## src/rtl/dense2_argmax.sv

```systemverilog
// dense2_argmax: serial argmax over a captured vector of signed class scores.
// One lane is compared per enabled cycle; the winner is emitted as a one-cycle strobe.
module dense2_argmax #(
    parameter int NUM_CLASSES = 10,
    parameter int DATA_WIDTH  = 16,
    parameter int IDX_WIDTH   = 4,
    parameter int CNT_WIDTH   = 16
) (
    input  logic                              clk,
    input  logic                              rst,
    input  logic                              ena,
    input  logic                              in_valid,
    input  logic [NUM_CLASSES*DATA_WIDTH-1:0] dense_sum2_in,
    output logic                              busy,
    output logic                              out_valid,
    output logic [IDX_WIDTH-1:0]              class_idx,
    output logic [DATA_WIDTH-1:0]             max_score,
    output logic [CNT_WIDTH-1:0]              frame_cnt,
    output logic                              drop_err
);
    localparam logic [0:0] IDLE = 1'b0;
    localparam logic [0:0] SCAN = 1'b1;
    localparam int VW = NUM_CLASSES * DATA_WIDTH;

    logic [0:0]            state_q, state_d;
    logic [IDX_WIDTH-1:0]  ptr_q, ptr_d;
    logic [IDX_WIDTH-1:0]  best_idx_q, best_idx_d;
    logic [IDX_WIDTH-1:0]  class_idx_q, class_idx_d;
    logic [DATA_WIDTH-1:0] best_q, best_d;
    logic [DATA_WIDTH-1:0] max_score_q, max_score_d;
    logic [VW-1:0]         vec_q, vec_d;
    logic                  out_valid_q, out_valid_d;
    logic [CNT_WIDTH-1:0]  frame_cnt_q, frame_cnt_d;
    logic                  drop_err_q, drop_err_d;

    logic [DATA_WIDTH-1:0] lanes [NUM_CLASSES];
    logic [DATA_WIDTH-1:0] lane;
    logic                  gt;
    logic                  is_last;
    logic [DATA_WIDTH-1:0] cand_best;
    logic [IDX_WIDTH-1:0]  cand_idx;

    for (genvar i = 0; i < NUM_CLASSES; i++) begin : g_lane
        assign lanes[i] = vec_q[i*DATA_WIDTH +: DATA_WIDTH];
    end

    // Strict greater-than keeps the lowest index on ties.
    assign lane      = lanes[ptr_q];
    assign gt        = $signed(lane) > $signed(best_q);
    assign is_last   = ptr_q == IDX_WIDTH'(NUM_CLASSES - 1);
    assign cand_best = gt ? lane : best_q;
    assign cand_idx  = gt ? ptr_q : best_idx_q;

    always_comb begin
        state_d     = state_q;
        ptr_d       = ptr_q;
        best_d      = best_q;
        best_idx_d  = best_idx_q;
        vec_d       = vec_q;
        out_valid_d = 1'b0;
        class_idx_d = class_idx_q;
        max_score_d = max_score_q;
        frame_cnt_d = frame_cnt_q;
        drop_err_d  = drop_err_q;
        if (ena && state_q == IDLE && in_valid) begin
            state_d    = SCAN;
            vec_d      = dense_sum2_in;
            best_d     = dense_sum2_in[DATA_WIDTH-1:0];
            best_idx_d = '0;
            ptr_d      = IDX_WIDTH'(1);
        end else if (ena && state_q == SCAN) begin
            drop_err_d = drop_err_q | in_valid;
            best_d     = cand_best;
            best_idx_d = cand_idx;
            ptr_d      = ptr_q + IDX_WIDTH'(1);
            state_d    = is_last ? IDLE : SCAN;
            out_valid_d = is_last;
            class_idx_d = is_last ? cand_idx : class_idx_q;
            max_score_d = is_last ? cand_best : max_score_q;
            frame_cnt_d = is_last ? frame_cnt_q + CNT_WIDTH'(1) : frame_cnt_q;
        end
    end

    always_ff @(posedge clk) begin
        if (rst) begin
            state_q     <= IDLE;
            ptr_q       <= '0;
            best_q      <= '0;
            best_idx_q  <= '0;
            vec_q       <= '0;
            out_valid_q <= 1'b0;
            class_idx_q <= '0;
            max_score_q <= '0;
            frame_cnt_q <= '0;
            drop_err_q  <= 1'b0;
        end else begin
            state_q     <= state_d;
            ptr_q       <= ptr_d;
            best_q      <= best_d;
            best_idx_q  <= best_idx_d;
            vec_q       <= vec_d;
            out_valid_q <= out_valid_d;
            class_idx_q <= class_idx_d;
            max_score_q <= max_score_d;
            frame_cnt_q <= frame_cnt_d;
            drop_err_q  <= drop_err_d;
        end
    end

    assign busy      = state_q == SCAN;
    assign out_valid = out_valid_q;
    assign class_idx = class_idx_q;
    assign max_score = max_score_q;
    assign frame_cnt = frame_cnt_q;
    assign drop_err  = drop_err_q;
endmodule

```

## config.mk

```make
export PLATFORM = sky130hd
export DESIGN_NAME = dense2_argmax
export DESIGN_NICKNAME = d
export VERILOG_FILES = /design/src/rtl/dense2_argmax.sv
export SDC_FILE = /design/constraint.sdc
export NUM_CORES = 1
export LEC_CHECK = 0
export ABC_AREA = 1
export CORE_ASPECT_RATIO = 0.6
export CORE_MARGIN = 4
export CORE_UTILIZATION = 28
export CTS_BUF_LIST = sky130_fd_sc_hd__clkbuf_8
export DETAILED_ROUTE_END_ITERATION = 10
export GPL_TIMING_DRIVEN = 1
export MAX_ROUTING_LAYER = met4
export PLACE_DENSITY = 0.58
export SLEW_MARGIN = 10
export SYNTH_ARGS = -nofsm -noshare
export SYNTH_HDL_FRONTEND = slang
export SYNTH_SLANG_ARGS = --single-unit
```

## constraint.sdc

```tcl
create_clock -name clk -period 2.7 [get_ports clk]
set_clock_uncertainty 0.05 [all_clocks]
set_input_delay 0.54 -clock clk [delete_from_list [all_inputs] [get_ports clk]]
set_output_delay 0.54 -clock clk [all_outputs]
set_load 0.1 [all_outputs]
```

# [Word level (Yosys, flattened, before mapping)]
# Index checks and enable logic that the tools add are counted.
[totals] word_cells=41 regBits=223
[classes] n_eq_ne=1 n_addsub=2 reduce_logical=8 bitwise=5 mux=12 n_lt_le_gt_ge=2
[op_table] operator="$mux 16" count=5
[op_table] operator="$bmux 16 s4" count=1
[op_table] operator="$add 16x1->16 const B" count=1
[op_table] operator="$gt 16x16->1" count=1
[op_table] operator="$ge 5x5->1 const B" count=1
[op_table] operator="$mux 1" count=5
[op_table] operator="$not 4->5" count=1
[op_table] operator="$add 4x1->4 const B" count=1
[op_table] operator="$eq 4x4->1 const B" count=1
[op_table] operator="$mux 4" count=1
[op_table] operator="$logic_and 1x1->1" count=3
[op_table] operator="$not 1->1" count=3
[op_table] operator="$reduce_and 3->1" count=1
[op_table] operator="$reduce_or 3->1" count=1
[op_table] operator="$reduce_and 2->1" count=1
[op_table] operator="$reduce_bool 2->1" count=1
[op_table] operator="$reduce_or 2->1" count=1
[op_table] operator="$or 1x1->1" count=1

# [Depth between registers and ports, before layout]
# Gate-level depths: netlist of the first run.
[depth] word_depth=8 ltp_mapped=27

# [Worst setup path after synthesis of the first run]
# OpenSTA, ideal clock, no wires.
[synth_path] kind="register -> register" from="register ptr_q[0]" to="register best_q[1]" setup_time_ns=0.119 stages_incl_launch_ff=20 synth_period_minus_slack_ns=2.492 setup_slack_ns=0.208 arrival_ns=2.323 path_buffers=4 path_cell_list="dfxtp_1 > buf_4 > buf_6 > buf_4 > nand2_1 > nand3_1 > nand3_1 > nand3_1 > nand2_1 > ha_1 > nand2_1 > inv_2 > nand3_1 > nor2_1 > nand2_1 > nand3_1 > buf_2 > nand4_1 > nand3_1 > a21oi_1"
[synth_via] elab_chain_cells=8
[synth_rtl] element="start, declared" line_no="26" rtl="logic [IDX_WIDTH-1:0] ptr_q, ptr_d;"
[synth_rtl] element="start signal, assigned" line_no="98" rtl="ptr_q <= ptr_d;"
[synth_rtl] element="$not 4->5 (implied by the code) *" line_no="48" rtl="assign lane = lanes[ptr_q];"
[synth_rtl] element="$bmux 16 s4 *" line_no="48"
[synth_rtl] element="$mux 16 (implied by the code) * (2 in a row)" line_no="48"
[synth_rtl] element="$gt 16x16->1" line_no="49" rtl="assign gt = $signed(lane) > $signed(best_q);"
[synth_rtl] element="$mux 16 *" line_no="51" rtl="assign cand_best = gt ? lane : best_q;"
[synth_rtl] element="$mux 16 *" line_no="71" rtl="end else if (ena && state_q == SCAN) begin"
[synth_rtl] element="$mux 16 *" line_no="65" rtl="if (ena && state_q == IDLE && in_valid) begin"
[synth_rtl] element="end signal, assigned" line_no="99" rtl="best_q <= best_d;"
[synth_rtl] element="end, declared" line_no="29" rtl="logic [DATA_WIDTH-1:0] best_q, best_d;"
# Mark *: on every way between the ends. The rest lies on a longest branch, timed or not. The select of a mux whose other input is x is not followed.
# A chain may end at the register's enable or synchronous reset.

# [Final worst setup path of the first run]
[layout_path] from="register ptr_q[0]" to="register best_q[3]"
# The elaborated chain is that of the path after synthesis.

==> results of run 1 <==
==> timing repair <==
action | 4_1_cts | 5_1_grt
setup buffers | 2 | 10
pin swaps | 1 | 82
gates resized for setup | 32 | 213
endpoints found under the setup margin | 40 | 40
gates cloned | 4 | 11
==> cells by family (layout without fill, tap and decap cells) <==
logic type / count (synthesis) / count (layout) / synth area share
DFF: 223 / 223 / 0.427
adders and majority gates: 19 / 19 / 0.0227
xor gates and xnor gates: 3 / 3 / 0.00251
and+or+nand+nor: 660 / 660 / 0.267
buffers and inverters: 308 / 561 / 0.119
AOI/OAI and AO/OA: 335 / 335 / 0.163
==> synth_stat cells (all sizes together) <==
cell      n  area share
nor2    138       0.051
a31oi     2      0.0012
nand3   151       0.072
a21o      1     0.00072
or2       1     0.00060
ha       19       0.023
nor3b     2      0.0014
clkbuf   62       0.022
a211oi    1     0.00072
xnor2     1     0.00084
clkinv    1     0.00036
buf      42       0.023
nand2   334        0.12
o22ai    16      0.0096
nand4    23       0.015
nor3     11      0.0063
dfxtp   223        0.43
inv     203       0.073
a21oi   130       0.062
xor2      2      0.0017
o21ai   185       0.088
==> worst max-delay path: cells and delay by family (launching register included) <==
family	cells	cell delay, ns
AOI/OAI and AO/OA	3	0.33
adders and majority gates	1	0.28
buffers and inverters	4	0.66
DFF	1	0.38
and+or+nand+nor	11	1.13
==> worst max path at each step <==
stage / endpoint / slack [ns]
after floorplan: best_q[1] / 0.21
after global placement: class_idx[0] / -0.09
after detailed placement: best_idx_q[1] / -0.14
after CTS: best_idx_q[1] / -0.08
after global routing: best_q[3] / -0.32
final: best_q[3] / -0.22
==> per-layer routing <==
metal  up-vias  share of wire  track usage
li1       5440              -            -
met1      5124           0.48        0.261
met2       408           0.43        0.275
met3        48          0.077       0.0428
met4         0          0.015       0.0400
met5         -              0            -
==> power by group <==
group | leakage [nW] | switching [mW] | internal, mW
combinational | 4.38 | 1.37 | 1.04
clock | 0.435 | 1.46 | 1.82
sequential | 1.83 | 0.0832 | 3.49
==> metrics by stage <==
step	power [mW]	TNS, ns	area (um2)	hold WS, ns	util
after floorplan	4.61	0	10500	0.379	-
after global placement	5.30	-1.22	13200	0.387	0.361
after detailed placement	5.34	-3.16	13200	0.392	0.361
after CTS	8.75	-1.11	14300	0.401	0.391
after global routing	9.70	-11.13	15500	0.420	0.422
final	9.26	-6.07	15500	0.401	0.422
==> sequential cells by signal (all words and copies together) (netlist names) <==
signal / flops
vec_q: 160
best_q: 16
frame_cnt: 16
max_score: 16
best_idx_q: 4
class_idx: 4
ptr_q: 4
busy: 1
drop_err: 1
out_valid: 1
==> final cells by class <==
type / instances / area share
flip-flops and latches: 223 / 0.289
clock buffers: 49 / 0.0436
clock inverters: 15 / 0.00809
multi-input cells: 1017 / 0.370
well taps: 504 / 0.0408
repair buffers: 293 / 0.198
inverters: 204 / 0.0505
==> results.yml, run 1 <==
timing:
  finalCritPeriodShare: 1.08
  worst_slew_pin_slew_ns: 0.816
  fmax_ghz: 0.343
  finalHoldViolations: 0
  max_slew_margin: 0.456
  maxSlewViolCount: 0
  grt_setup_unrepaired: "yes"
  fin_crit_ns: 2.92
  finalSetupViolations: 40
  fin_ws_ns: -0.218
cts:
  cts_buffer_depth: 3
  clock_latency_ns: 0.57
  cts_tree: "done"
  hold_buffers: 0
  numCtsBuffers: 39
  clk_pin_slew_ns: 0.07
  htreeDepth: 2
  cts.sinks: 223
  root_buffer: "clkbuf_8"
floorplan:
  die_x_um: 258
  core-area_um2: 36600
  die-area_um2: 40600
  ios: 203
  start_util: 0.286
  chipHeight_um: 158
  row_count: 54
routing:
  wl_per_cell_um: 17.4
  final_antenna_net_count: 0
  drt_wl_total_um: 40000
  vias: 11000
  drc: 0
  dr.pass1.iters: 6
  vias_per_cell: 4.78
  first_iter_violations: 954
cells_and_area:
  fillers: 3746
  final_common_cell: "nand2_1"
  multi_input_area_um2: 5720
  regArea_um2: 4470
  n_antenna_cell: 0
  layout_common_cells: "nand2_1 (278), dfxtp_1 (221), inv_1 (183)"
  final_cell_count_no_fill: 2305
  fin_nets: 1961
  syn_to_final_growth_pct: 47.9
  drive_gt1_frac: 0.219
grt:
  gr-usage-all-layers: 0.186
  grt_pass1_wl_um: 58200
  antenna_found_initial: 0
  grt_overflow: 0
  grt_pass1_vias: 10500
  grt_max_degree: 87
worst_setup_path:
  critPathSlowestCell: "dfxtp_4"
  crit_start: "ptr_q[0]"
  cp.required_ns: 3.15
  cp-start-kind: "flip-flop"
  cpPeakStageDelay_ns: 0.38
  r2r_cells: 19
  r2r_slack_ns: -0.22
  worstSetupPathType: "reg -> reg"
  cp.arrival_ns: 3.37
  cp_max_fo: 11
  path_cells: "buf_12 -> clkbuf_16 -> nand2_1 -> o21ai_0 -> nand2_1 -> nand3_2 -> nand3_1 -> nand2_2 -> ha_4 -> nand3_4 -> a21oi_2 -> nor2_2 -> buf_4 -> nand3_4 -> nand3_4 -> buf_6 -> nand2_1 -> nand3_1 -> a21oi_1"
  endpoint_kind: "flip-flop"
  r2r_end: "best_q[3]"
  r2r_start: "ptr_q[0]"
hold_path:
  hold_start: "vec_q[127]"
  hold_class: "reg -> reg"
  holdPathStages: 2
  holdPathEnd: "vec_q[127]"
pwr:
  peakVddDrop_mv: 0.270
  cellLeakagePower_nw: 6.64
  p_per_area_nw_per_um2: 599
place:
  dp_hpwl_um: 27800
  place_congestion: 0.879
  dpl.cell_count: 2217
  pre_cts_ws_ns: -0.142
  io_buffers: 202
synthesis:
  yosysWarnings: 0
  synth.distinct_cells: 30
  syn-cell-area_um2: 10500
  postSynthNetCount: 1731
  seq_area_frac_synth: 0.427
  avgSynthCellArea_um2: 6.76
  netlist_instances: 1548
  ys_ff_latch: 223
status:
  outcome: "finished, violations left"
  violations: "negative setup slack"
job:
  drv_cap: 0
No activity file was read; power rests on OpenSTA's default activity.
==> run 2, diff against run 1 <==
--- a/config.mk
+++ b/config.mk
@@ -12,6 +12,7 @@
 export CTS_BUF_LIST = sky130_fd_sc_hd__clkbuf_8
 export DETAILED_ROUTE_END_ITERATION = 10
 export GPL_TIMING_DRIVEN = 1
+export HOLD_SLACK_MARGIN = 0.15
 export MAX_ROUTING_LAYER = met4
 export PLACE_DENSITY = 0.58
 export SLEW_MARGIN = 10
==> results of run 2 <==
No change in the layout: final DEF, timing and power equal those of run 1.
==> run 3, diff against run 2 <==
--- a/config.mk
+++ b/config.mk
@@ -6,6 +6,8 @@
 export NUM_CORES = 1
 export LEC_CHECK = 0
 export ABC_AREA = 1
+export CELL_PAD_IN_SITES_DETAIL_PLACEMENT = 0
+export CELL_PAD_IN_SITES_GLOBAL_PLACEMENT = 1
 export CORE_ASPECT_RATIO = 0.6
 export CORE_MARGIN = 4
 export CORE_UTILIZATION = 28
@@ -14,7 +16,7 @@
 export GPL_TIMING_DRIVEN = 1
 export HOLD_SLACK_MARGIN = 0.15
 export MAX_ROUTING_LAYER = met4
-export PLACE_DENSITY = 0.58
+export PLACE_DENSITY = 0.74
 export SLEW_MARGIN = 10
 export SYNTH_ARGS = -nofsm -noshare
 export SYNTH_HDL_FRONTEND = slang
==> run 3 against run 2 <==
  * The run still ends with negative setup slack left
  * Clock power barely moved
  * Non-clock buffer count rose by 3
  * Total power fell by 1.4%
  * Maximum frequency rose by 2.1%
  * Utilization fell by 0.32 points
  * First-iteration DRC count fell by 16%
  * Critical path type unchanged
  * Critical endpoint is now max_score[13]
  * Highest routed layer unchanged
==> results.yml, run 3 (same netlist as run 1, synthesis figures left out) <==
status:
  outcome: "finished, violations left"
  violations: "negative setup slack"
place:
  place_congestion: 0.835
  dp_hpwl_um: 28300
  placed_area_um2: 13300
  pre_cts_ws_ns: -0.105
  dpl.cell_count: 2221
  io_buffers: 202
cts:
  root_buffer: "clkbuf_8"
  hold_buffers: 0
  numCtsBuffers: 38
  cts.sinks: 223
  clock_latency_ns: 0.56
  cts_buffer_depth: 3
  cts_tree: "done"
  clk_pin_slew_ns: 0.07
  htreeDepth: 2
grt:
  grt_pass1_vias: 10400
  antenna_found_initial: 0
  grt_overflow: 0
  grt_max_degree: 91
  gr-usage-all-layers: 0.192
  grt_pass1_wl_um: 59600
hold_path:
  hold_class: "reg -> reg"
routing:
  vias: 10900
  vias_per_cell: 4.71
  dr.pass1.iters: 5
  first_iter_violations: 803
  wl_per_cell_um: 17.5
  wirelength_met1_um: 20200
  routed.top_layer: "met4"
  drt_wl_total_um: 40400
  wl_met3_um: 2710
  final_antenna_net_count: 0
  dr_wl_met2_um: 16900
  drc: 0
timing:
  worst_slew_pin_slew_ns: 0.847
  fin_crit_ns: 2.86
  finalSetupViolations: 40
  finalCritPeriodShare: 1.06
  fin_ws_ns: -0.158
  finalHoldViolations: 0
  maxSlewViolCount: 0
  max_slew_margin: 0.435
  fmax_ghz: 0.350
  grt_setup_unrepaired: "yes"
floorplan:
  core-area_um2: 36600
  start_util: 0.286
  die_x_um: 258
  die-area_um2: 40600
  ios: 203
  chipHeight_um: 158
  row_count: 54
pwr:
  cellLeakagePower_nw: 6.62
  peakVddDrop_mv: 0.235
  p_per_area_nw_per_um2: 595
  total_power_mw: 9.14
worst_setup_path:
  cp.required_ns: 3.08
  cpPeakStageDelay_ns: 0.43
  critPathSlowestCell: "dfxtp_4"
  cp_max_fo: 10
  r2r_slack_ns: -0.16
  cp-start-kind: "flip-flop"
  cp_common_cell: "nand2_1"
  endpoint_kind: "flip-flop"
  worstSetupPathType: "reg -> reg"
  cp.arrival_ns: 3.24
  path_cells: "buf_12 -> clkbuf_16 -> o21ai_1 -> nand2_1 -> nand3_2 -> nand3_2 -> nand2_2 -> ha_1 -> nand2_1 -> inv_2 -> nand3_2 -> nor2_4 -> nand2_2 -> nand2_2 -> nand2_4 -> nand3_4 -> clkbuf_16 -> nand2_1 -> nand3_1 -> nand2_1"
cells_and_area:
  syn_to_final_growth_pct: 46.7
  largest_reg_flops: 160
  drive_gt1_frac: 0.209
  fin_nets: 1963
  fin_util: 0.419
  final_common_cell: "nand2_1"
  regMostFlops: "vec_q"
  final_cell_count_no_fill: 2312
  layout_common_cells: "nand2_1 (293), dfxtp_1 (221), inv_1 (184)"
  fillers: 3815
  fin_area_um2: 15400
  n_antenna_cell: 0
job:
  drv_cap: 0
==> run 3: cell types whose count changed in the layout (fill, tap and decap cells not counted), moves of 5 or more <==
cell / change
clkbuf_8: +6
nand3_1: +8
nand2_2: -8
nand3_2: -6
nand2_1: +15
nand2_4: -7
buf_6: +5
==> run 3: where the power goes <==
group	internal (mW)	switching, mW
Combinational	1.00	1.30
Sequential	3.49	0.0782
Clock	1.80	1.47
Total	6.29	2.85
==> run 3: worst paths after layout <==
kind                      start            end  cells after the start
setup / recovery       ptr_q[0]  max_score[13]                     20
hold / removal    max_score[14]  max_score[14]                      2
setup reg to reg       ptr_q[0]  max_score[13]                     20
hold reg to reg   max_score[14]  max_score[14]                      2
==> run 3: final cells by class <==
type | instances | area [um2] | share of cell area
Sequential cell | 223 | 4470 | 0.291
Multi-Input combinational cell | 1017 | 5570 | 0.363
Tap cell | 504 | 631 | 0.0411
Clock buffer | 55 | 757 | 0.0493
Inverter | 204 | 781 | 0.0509
Timing Repair Buffer | 296 | 3080 | 0.201
Clock inverter | 13 | 60.1 | 0.00391
==> run 3: repair_timing <==
action / in CTS / in global routing
resized for setup: 25 / 186
gates cloned: 5 / 9
pin swaps: 3 / 30
buffers inserted: 4 / 8
setup endpoints to repair: 40 / 40
==> run 3: layer usage <==
layer | GRT usage | vias to the layer above
met5 | - | -
met3 | 0.0440 | 51
met4 | 0.0341 | 0
li1 | - | 5449
met2 | 0.270 | 317
met1 | 0.282 | 5072
==> run 3: stage by stage <==
step | hold slack, ns | TNS (ns)
2_1_floorplan | 0.379 | 0
3_5_place_dp | 0.396 | -3.08
5_1_grt | 0.418 | -10.22
6_report | 0.404 | -4.06
3_3_place_gp | 0.390 | -2.13
4_1_cts | 0.405 | -2.17
==> run 3: worst max-delay path: cells and delay by family (launching register included) <==
kind | cells | cell delay, ns
compound gates | 1 | 0.07
fa+ha+maj | 1 | 0.27
buf+inv | 4 | 0.60
flops | 1 | 0.43
simple gates | 14 | 1.29
